**src/rtl/cpu_exc_pkg.sv**
```systemverilog
// Shared definitions for the CP0 exception initiator: ExcCodes, exc_vec bit
// positions, BadVAddr source selects and the redirect FSM states.
package cpu_exc_pkg;

  localparam logic [4:0] EXC_INT  = 5'd0;
  localparam logic [4:0] EXC_MOD  = 5'd1;
  localparam logic [4:0] EXC_TLBL = 5'd2;
  localparam logic [4:0] EXC_TLBS = 5'd3;
  localparam logic [4:0] EXC_ADEL = 5'd4;
  localparam logic [4:0] EXC_ADES = 5'd5;
  localparam logic [4:0] EXC_SYS  = 5'd8;
  localparam logic [4:0] EXC_BP   = 5'd9;
  localparam logic [4:0] EXC_RI   = 5'd10;
  localparam logic [4:0] EXC_OV   = 5'd12;

  localparam int EV_IF_ADEL     = 10;
  localparam int EV_IF_TLB_MISS = 9;
  localparam int EV_IF_TLB_INV  = 8;
  localparam int EV_RI          = 7;
  localparam int EV_SYS         = 6;
  localparam int EV_BP          = 5;
  localparam int EV_OV          = 4;
  localparam int EV_D_ADEL      = 3;
  localparam int EV_D_ADES      = 2;
  localparam int EV_D_TLB_MISS  = 1;
  localparam int EV_D_TLB_INV   = 0;

  localparam logic [1:0] BADV_NONE  = 2'd0;
  localparam logic [1:0] BADV_PC    = 2'd1;
  localparam logic [1:0] BADV_DADDR = 2'd2;

  typedef enum logic {IDLE = 1'b0, REDIR = 1'b1} exc_state_e;

endpackage

```
**src/rtl/exc_prio_enc.sv**
```systemverilog
// Combinational priority encoder: picks the single winning event among the
// interrupt, the committing instruction's exception flags and ERET.
module exc_prio_enc
  import cpu_exc_pkg::*;
(
  input  logic        int_req,
  input  logic [10:0] exc_vec,
  input  logic        d_is_store,
  input  logic        d_mod,
  input  logic        eret,
  output logic        hit,
  output logic [4:0]  code,
  output logic        is_refill,
  output logic [1:0]  badv_sel,
  output logic        is_eret
);

  logic [4:0] d_tlb_code;

  assign d_tlb_code = d_is_store ? EXC_TLBS : EXC_TLBL;

  always_comb begin
    hit       = 1'b1;
    code      = EXC_INT;
    is_refill = 1'b0;
    badv_sel  = BADV_NONE;
    is_eret   = 1'b0;
    if (int_req) begin
      code = EXC_INT;
    end else if (exc_vec[EV_IF_ADEL]) begin
      code     = EXC_ADEL;
      badv_sel = BADV_PC;
    end else if (exc_vec[EV_IF_TLB_MISS]) begin
      code      = EXC_TLBL;
      is_refill = 1'b1;
      badv_sel  = BADV_PC;
    end else if (exc_vec[EV_IF_TLB_INV]) begin
      code     = EXC_TLBL;
      badv_sel = BADV_PC;
    end else if (exc_vec[EV_RI]) begin
      code = EXC_RI;
    end else if (exc_vec[EV_SYS]) begin
      code = EXC_SYS;
    end else if (exc_vec[EV_BP]) begin
      code = EXC_BP;
    end else if (exc_vec[EV_OV]) begin
      code = EXC_OV;
    end else if (exc_vec[EV_D_ADEL]) begin
      code     = EXC_ADEL;
      badv_sel = BADV_DADDR;
    end else if (exc_vec[EV_D_ADES]) begin
      code     = EXC_ADES;
      badv_sel = BADV_DADDR;
    end else if (exc_vec[EV_D_TLB_MISS]) begin
      code      = d_tlb_code;
      is_refill = 1'b1;
      badv_sel  = BADV_DADDR;
    end else if (exc_vec[EV_D_TLB_INV]) begin
      code     = d_mod ? EXC_MOD : d_tlb_code;
      badv_sel = BADV_DADDR;
    end else begin
      // ERET only wins when nothing synchronous or asynchronous is pending.
      hit     = 1'b0;
      is_eret = eret;
    end
  end

endmodule

```
**src/rtl/exc_ctrl.sv**
```systemverilog
// CP0 exception initiator: registers the winning event into CP0 strobes and
// holds a flush plus redirect request until fetch accepts the new PC.
module exc_ctrl
  import cpu_exc_pkg::*;
#(
  parameter logic [31:0] BEV_BASE   = 32'hBFC00200,
  parameter logic [31:0] REFILL_OFF = 32'h000,
  parameter logic [31:0] GEN_OFF    = 32'h180
) (
  input  logic        clk,
  input  logic        rst_n,
  input  logic        mem_valid,
  input  logic [31:0] mem_pc,
  input  logic        mem_bd,
  input  logic [31:0] mem_daddr,
  input  logic [10:0] exc_vec,
  input  logic        d_is_store,
  input  logic        d_mod,
  input  logic        eret,
  input  logic        allow_int,
  input  logic [7:0]  interrupt_flag,
  input  logic        sr_exl,
  input  logic        sr_bev,
  input  logic [31:0] ebase,
  input  logic [31:0] epc,
  output logic        en_exp,
  output logic        exp_bd,
  output logic [31:0] exp_epc,
  output logic [4:0]  exc_code,
  output logic [31:0] exp_badvaddr,
  output logic        exp_badvaddr_we,
  output logic        clear_exl,
  output logic        flush,
  output logic        redirect_valid,
  output logic [31:0] redirect_pc,
  input  logic        redirect_ready,
  output logic        dbg_state
);

  logic        hit, is_refill, is_eret;
  logic [4:0]  code;
  logic [1:0]  badv_sel;
  logic [31:0] base, target;

  exc_state_e  state_q, state_d;
  logic        en_exp_q, en_exp_d, exp_bd_q, exp_bd_d;
  logic [31:0] exp_epc_q, exp_epc_d, badv_q, badv_d, rpc_q, rpc_d;
  logic [4:0]  code_q, code_d;
  logic        badv_we_q, badv_we_d, clr_q, clr_d;
  logic        flush_q, flush_d, rv_q, rv_d;

  exc_prio_enc u_prio (
    .int_req    (allow_int & (|interrupt_flag)),
    .exc_vec    (exc_vec),
    .d_is_store (d_is_store),
    .d_mod      (d_mod),
    .eret       (eret),
    .hit        (hit),
    .code       (code),
    .is_refill  (is_refill),
    .badv_sel   (badv_sel),
    .is_eret    (is_eret)
  );

  assign base   = sr_bev ? BEV_BASE : (ebase & 32'hFFFF_F000);
  assign target = base + ((is_refill && !sr_exl) ? REFILL_OFF : GEN_OFF);

  always_comb begin
    state_d   = state_q;
    en_exp_d  = 1'b0;
    clr_d     = 1'b0;
    badv_we_d = 1'b0;
    exp_bd_d  = exp_bd_q;
    exp_epc_d = exp_epc_q;
    code_d    = code_q;
    badv_d    = badv_q;
    rpc_d     = rpc_q;
    flush_d   = flush_q;
    rv_d      = rv_q;
    case (state_q)
      IDLE: begin
        if (mem_valid && (hit || is_eret)) begin
          state_d = REDIR;
          flush_d = 1'b1;
          rv_d    = 1'b1;
          rpc_d   = is_eret ? epc : target;
          clr_d   = is_eret;
          if (hit) begin
            en_exp_d  = 1'b1;
            code_d    = code;
            // With EXL already set the live EPC must survive the nested trap.
            exp_bd_d  = sr_exl ? 1'b0 : mem_bd;
            exp_epc_d = sr_exl ? epc : (mem_bd ? mem_pc - 32'd4 : mem_pc);
            badv_we_d = (badv_sel != BADV_NONE);
            if (badv_sel == BADV_PC) badv_d = mem_pc;
            else if (badv_sel == BADV_DADDR) badv_d = mem_daddr;
          end
        end
      end
      REDIR: begin
        if (rv_q && redirect_ready) begin
          state_d = IDLE;
          flush_d = 1'b0;
          rv_d    = 1'b0;
        end
      end
      default: state_d = IDLE;
    endcase
  end

  always_ff @(posedge clk or negedge rst_n) begin
    if (!rst_n) begin
      state_q   <= IDLE;
      en_exp_q  <= 1'b0;
      exp_bd_q  <= 1'b0;
      exp_epc_q <= 32'h0;
      code_q    <= 5'h0;
      badv_q    <= 32'h0;
      badv_we_q <= 1'b0;
      clr_q     <= 1'b0;
      flush_q   <= 1'b0;
      rv_q      <= 1'b0;
      rpc_q     <= 32'h0;
    end else begin
      state_q   <= state_d;
      en_exp_q  <= en_exp_d;
      exp_bd_q  <= exp_bd_d;
      exp_epc_q <= exp_epc_d;
      code_q    <= code_d;
      badv_q    <= badv_d;
      badv_we_q <= badv_we_d;
      clr_q     <= clr_d;
      flush_q   <= flush_d;
      rv_q      <= rv_d;
      rpc_q     <= rpc_d;
    end
  end

  assign en_exp          = en_exp_q;
  assign exp_bd          = exp_bd_q;
  assign exp_epc         = exp_epc_q;
  assign exc_code        = code_q;
  assign exp_badvaddr    = badv_q;
  assign exp_badvaddr_we = badv_we_q;
  assign clear_exl       = clr_q;
  assign flush           = flush_q;
  assign redirect_valid  = rv_q;
  assign redirect_pc     = rpc_q;
  assign dbg_state       = (state_q == REDIR);

endmodule
```
**config.mk**
```make
export PLATFORM = sky130hd
export DESIGN_NAME = exc_ctrl
export DESIGN_NICKNAME = d
export VERILOG_FILES = /design/src/rtl/cpu_exc_pkg.sv /design/src/rtl/exc_prio_enc.sv /design/src/rtl/exc_ctrl.sv
export SDC_FILE = /design/constraint.sdc
export NUM_CORES = 1
export LEC_CHECK = 0
export BUFFER_PORTS_ARGS = -buffer_cell sky130_fd_sc_hd__buf_4
export CAP_MARGIN = 20
export CORE_MARGIN = 2
export CORE_UTILIZATION = 47
export DETAILED_ROUTE_END_ITERATION = 10
export PLACE_DENSITY = 0.83
export SLEW_MARGIN = 20
export SYNTH_ARGS = -nofsm -noshare
export SYNTH_HDL_FRONTEND = slang
export SYNTH_SLANG_ARGS = --single-unit
```
**constraint.sdc**
```tcl
create_clock -name clk -period 2.1 [get_ports clk]
set_clock_uncertainty 0.05 [all_clocks]
set_input_delay 0.42 -clock clk [delete_from_list [all_inputs] [get_ports clk]]
set_output_delay 0.42 -clock clk [all_outputs]
set_load 0.05 [all_outputs]
```
==> results.md <==
- Seq/Total Area, Yosys: 0.4634
- Final setup violation count: 32
- Grt total ovfl: 0
- DRT iter0 DRCs: 344
- Most frequent cell after synthesis: dfrtp_1
- Crit path time final: 2.463 ns
- Filler cell count: 842
- Pwr/cell area: 1368 nW/um2
- Leakage: 4.183 nW
- Initial antenna violation count: 0
- Row count: 40
- Non-filler cells, final: 1023
- Final hold violation count: 0
- Status: finished with violations
- Post-synth EDFFs: 0
- DR WL/cell: 19.44 um
- Cell area after layout: 8775 um2
- Final Max Slew Viols: 0
- Yosys top cell area share: 0.4634
- Vias/cell: 5.628
- Syn-to-layout area delta: 53.29%
- Worst EP required: 2.32 ns
- RD Place Congestion: 0.8633
- Worst VDD drop: 0.9971 mV
- PnR Total Power: 12.01 mW
- Fin worst setup slack: -0.3631 ns
- DIE HEIGHT: 114.4 um
- Commonest cells in the synthesized netlist: dfrtp_1, nand2_1, nor2_1
- Avg Inst Size Synth: 9.719 um2
- Starting Density: 0.4786
- Core area: 11960 um2
- Placed insts: 997
- CTS tree: done
- Synthesized instance count: 589
- Max-slew headroom: 0.6438
- Yosys reg bits: 106
- Crit Path Max Fanout: 8
- Antenna diode count: 0
- CTS Root Buffer Type: clkbuf_16
- Final Core Density: 0.7336
- Pin slew with the least headroom to its limit: 0.5343 ns
- Setup crit start kind: input port
- Skew-Pair Late Insertion Delay: 0.34 ns
- Vias: 5757
- Top sig layer: met4
- Layout Nets: 1033
- Top Ports: 266
- Met2 WL: 10150 um
- Top_reg_cell synth: dfrtp_1
- CP Capture Type: flop
- Synth area leader: dfrtp_1
- Max stage delay on crit path: 0.54 ns
- Synthesis Warnings: 0
- CTS buffer count: 9
- Mapped Nets: 750
- Pre-Repair DR Iteration Count: 5
- CP Buf/Inv Count: 3
- RSZ-0062 raised after global routing: yes
- Clock Path Buffers: 2
- Synthesized area: 5724 um2
- Final period utilization: 1.173
- Worst hold path type: input port to flop
- Ys async rst share: 1.000
- CTS clk-pin slew, worst paths: 0.07 ns
- H-tree depth: 3
- Layout cell share with drive strength beyond 1: 0.4475
- Crit-path slowest cell: or4_4
- F_max: 0.4060 GHz
- All-Layer GR Usage: 0.2869
- Global-route wire length before repair: 29360 um
- Pin count of the biggest net entering global routing: 46
- Routed Antenna Nets: 0
- Post-DP Area: 8092 um2
- Routed wire length: 19880 um
- CP delay by family, top: simple AND/OR/NAND/NOR gates
- Critical Path AT: 2.69 ns
- Vias in the first global route: 5724
- Synth unique cells: 58
- Critical path, cell by cell: buf_6 > or4_4 > o21ai_4 > nand2_2 > or3b_4 > ha_4 > a211oi_4 > buf_12 > clkbuf_16 > nor2_1 > a21oi_1
- Failing checks: negative setup slack
- Max_cap viols: 0
- HPWL after DPL: 14240 um
- Area contributors post-synth: dfrtp_1, mux2i_1, nand2_1, a21oi_1, nor2_1
- Critical setup path kind: input port to flop
- Die area: 13080 um2
- # DRC: 0
- DIE WIDTH: 114.4 um
- Clock Sinks: 106
- Detail Route met3 WL: 1283 um
- Met1 Routed Length: 7854 um
- Port bufs: 252
==> cells by family after synthesis <==
group | synth area share
compound gates | 0.1421
xor+xnor | 0.03672
fa+ha+maj | 0.006558
buf+inv | 0.04131
flops | 0.4634
mux | 0.09639
other cells | 0.0006551
simple gates | 0.2129
==> what timing repair did <==
item | 4_1_cts | 5_1_grt
setup buffers | 1 | 3
gates cloned | 2 | 4
endpoints found under the setup margin | 32 | 36
hold buffers | 1 | 0
endpoints found under the hold margin | 7 | 0
pin swaps | 2 | 4
gates resized for setup | 4 | 53
==> routing by layer <==
metal | track usage | vias up
met5 | 0 | -
met4 | 0.1033 | 0
met3 | 0.03494 | 46
met2 | 0.5004 | 259
met1 | 0.3684 | 2807
li1 | - | 2645
==> placed cells by master (no fill, tap or decap), drive strengths merged, types with 15 or more instances in the layout <==
cell type  netlist  layout
dfrtp          106     106
nand3           16      16
xnor2           23      23
mux2i           54      54
o21ai           33      33
nor3            26      26
buf             19     305
a21oi           42      42
clkbuf          19      16
nand2           74      74
nor2            56      56
o31ai           15      15
==> worst reg2reg max path, stage by stage, from the launching register on <==
cell and delay, ns:
dfrtp_1 0.43, nor2b_1 0.35, o31ai_4 0.14, buf_4 0.17
buf_4 0.18, a22o_1 0.24
==> per-stage QoR <==
step                      hold slack [ns]  setup TNS, ns  setup WS, ns
after floorplan                   0.07441         -21.62       -0.6794
after global placement             0.3540         -35.57       -0.7196
after detailed placement           0.3623         -40.98       -0.8215
after CTS                          0.2474         -11.09       -0.3854
after global routing               0.2501         -12.92       -0.4330
final                              0.2529         -10.67       -0.3631
==> flip-flops by register name, summed over array words and instances, names as in the netlist <==
| register | count |
|---|---|
| clear_exl | 1 |
| dbg_state | 1 |
| en_exp | 1 |
| exc_code | 4 |
| exp_badvaddr | 32 |
| exp_badvaddr_we | 1 |
| exp_bd | 1 |
| exp_epc | 32 |
| redirect_pc | 32 |
| redirect_valid | 1 |
==> area by class of cell <==
cell class	count	area [um2]	area share
well taps	147	183.9	0.02096
repair buffers	310	2587	0.2949
flip-flops and latches	106	2653	0.3023
clock inverters	3	17.52	0.001996
inverters	8	30.03	0.003422
multi-input cells	437	3067	0.3495
clock buffers	12	236.5	0.02695
==> power breakdown <==
group | internal, mW | leakage [nW] | switching (mW)
logic | 2.24 | 2.77 | 4.73
registers | 2.90 | 1.29 | 0.612
clock network | 0.796 | 0.122 | 0.734
total | 5.93 | 4.18 | 6.07
==> final timing paths <==
kind / slack (ns) / depth (start not counted) / start / end
worst max-delay path: -0.36 / 11 / interrupt_flag[2] / exp_badvaddr[4]
worst min register to register: 0.43 / 2 / exp_epc[17] / exp_epc[17]
min in group asynchronous: 0.53 / 2 / rst_n / exc_code[0]
worst min-delay path: 0.25 / 2 / epc[6] / redirect_pc[6]
worst max register to register: 0.44 / 5 / dbg_state / redirect_pc[2]
max in group asynchronous: 0.87 / 3 / rst_n / redirect_pc[3]
Note: power is estimated with default switching activity, not from simulation.
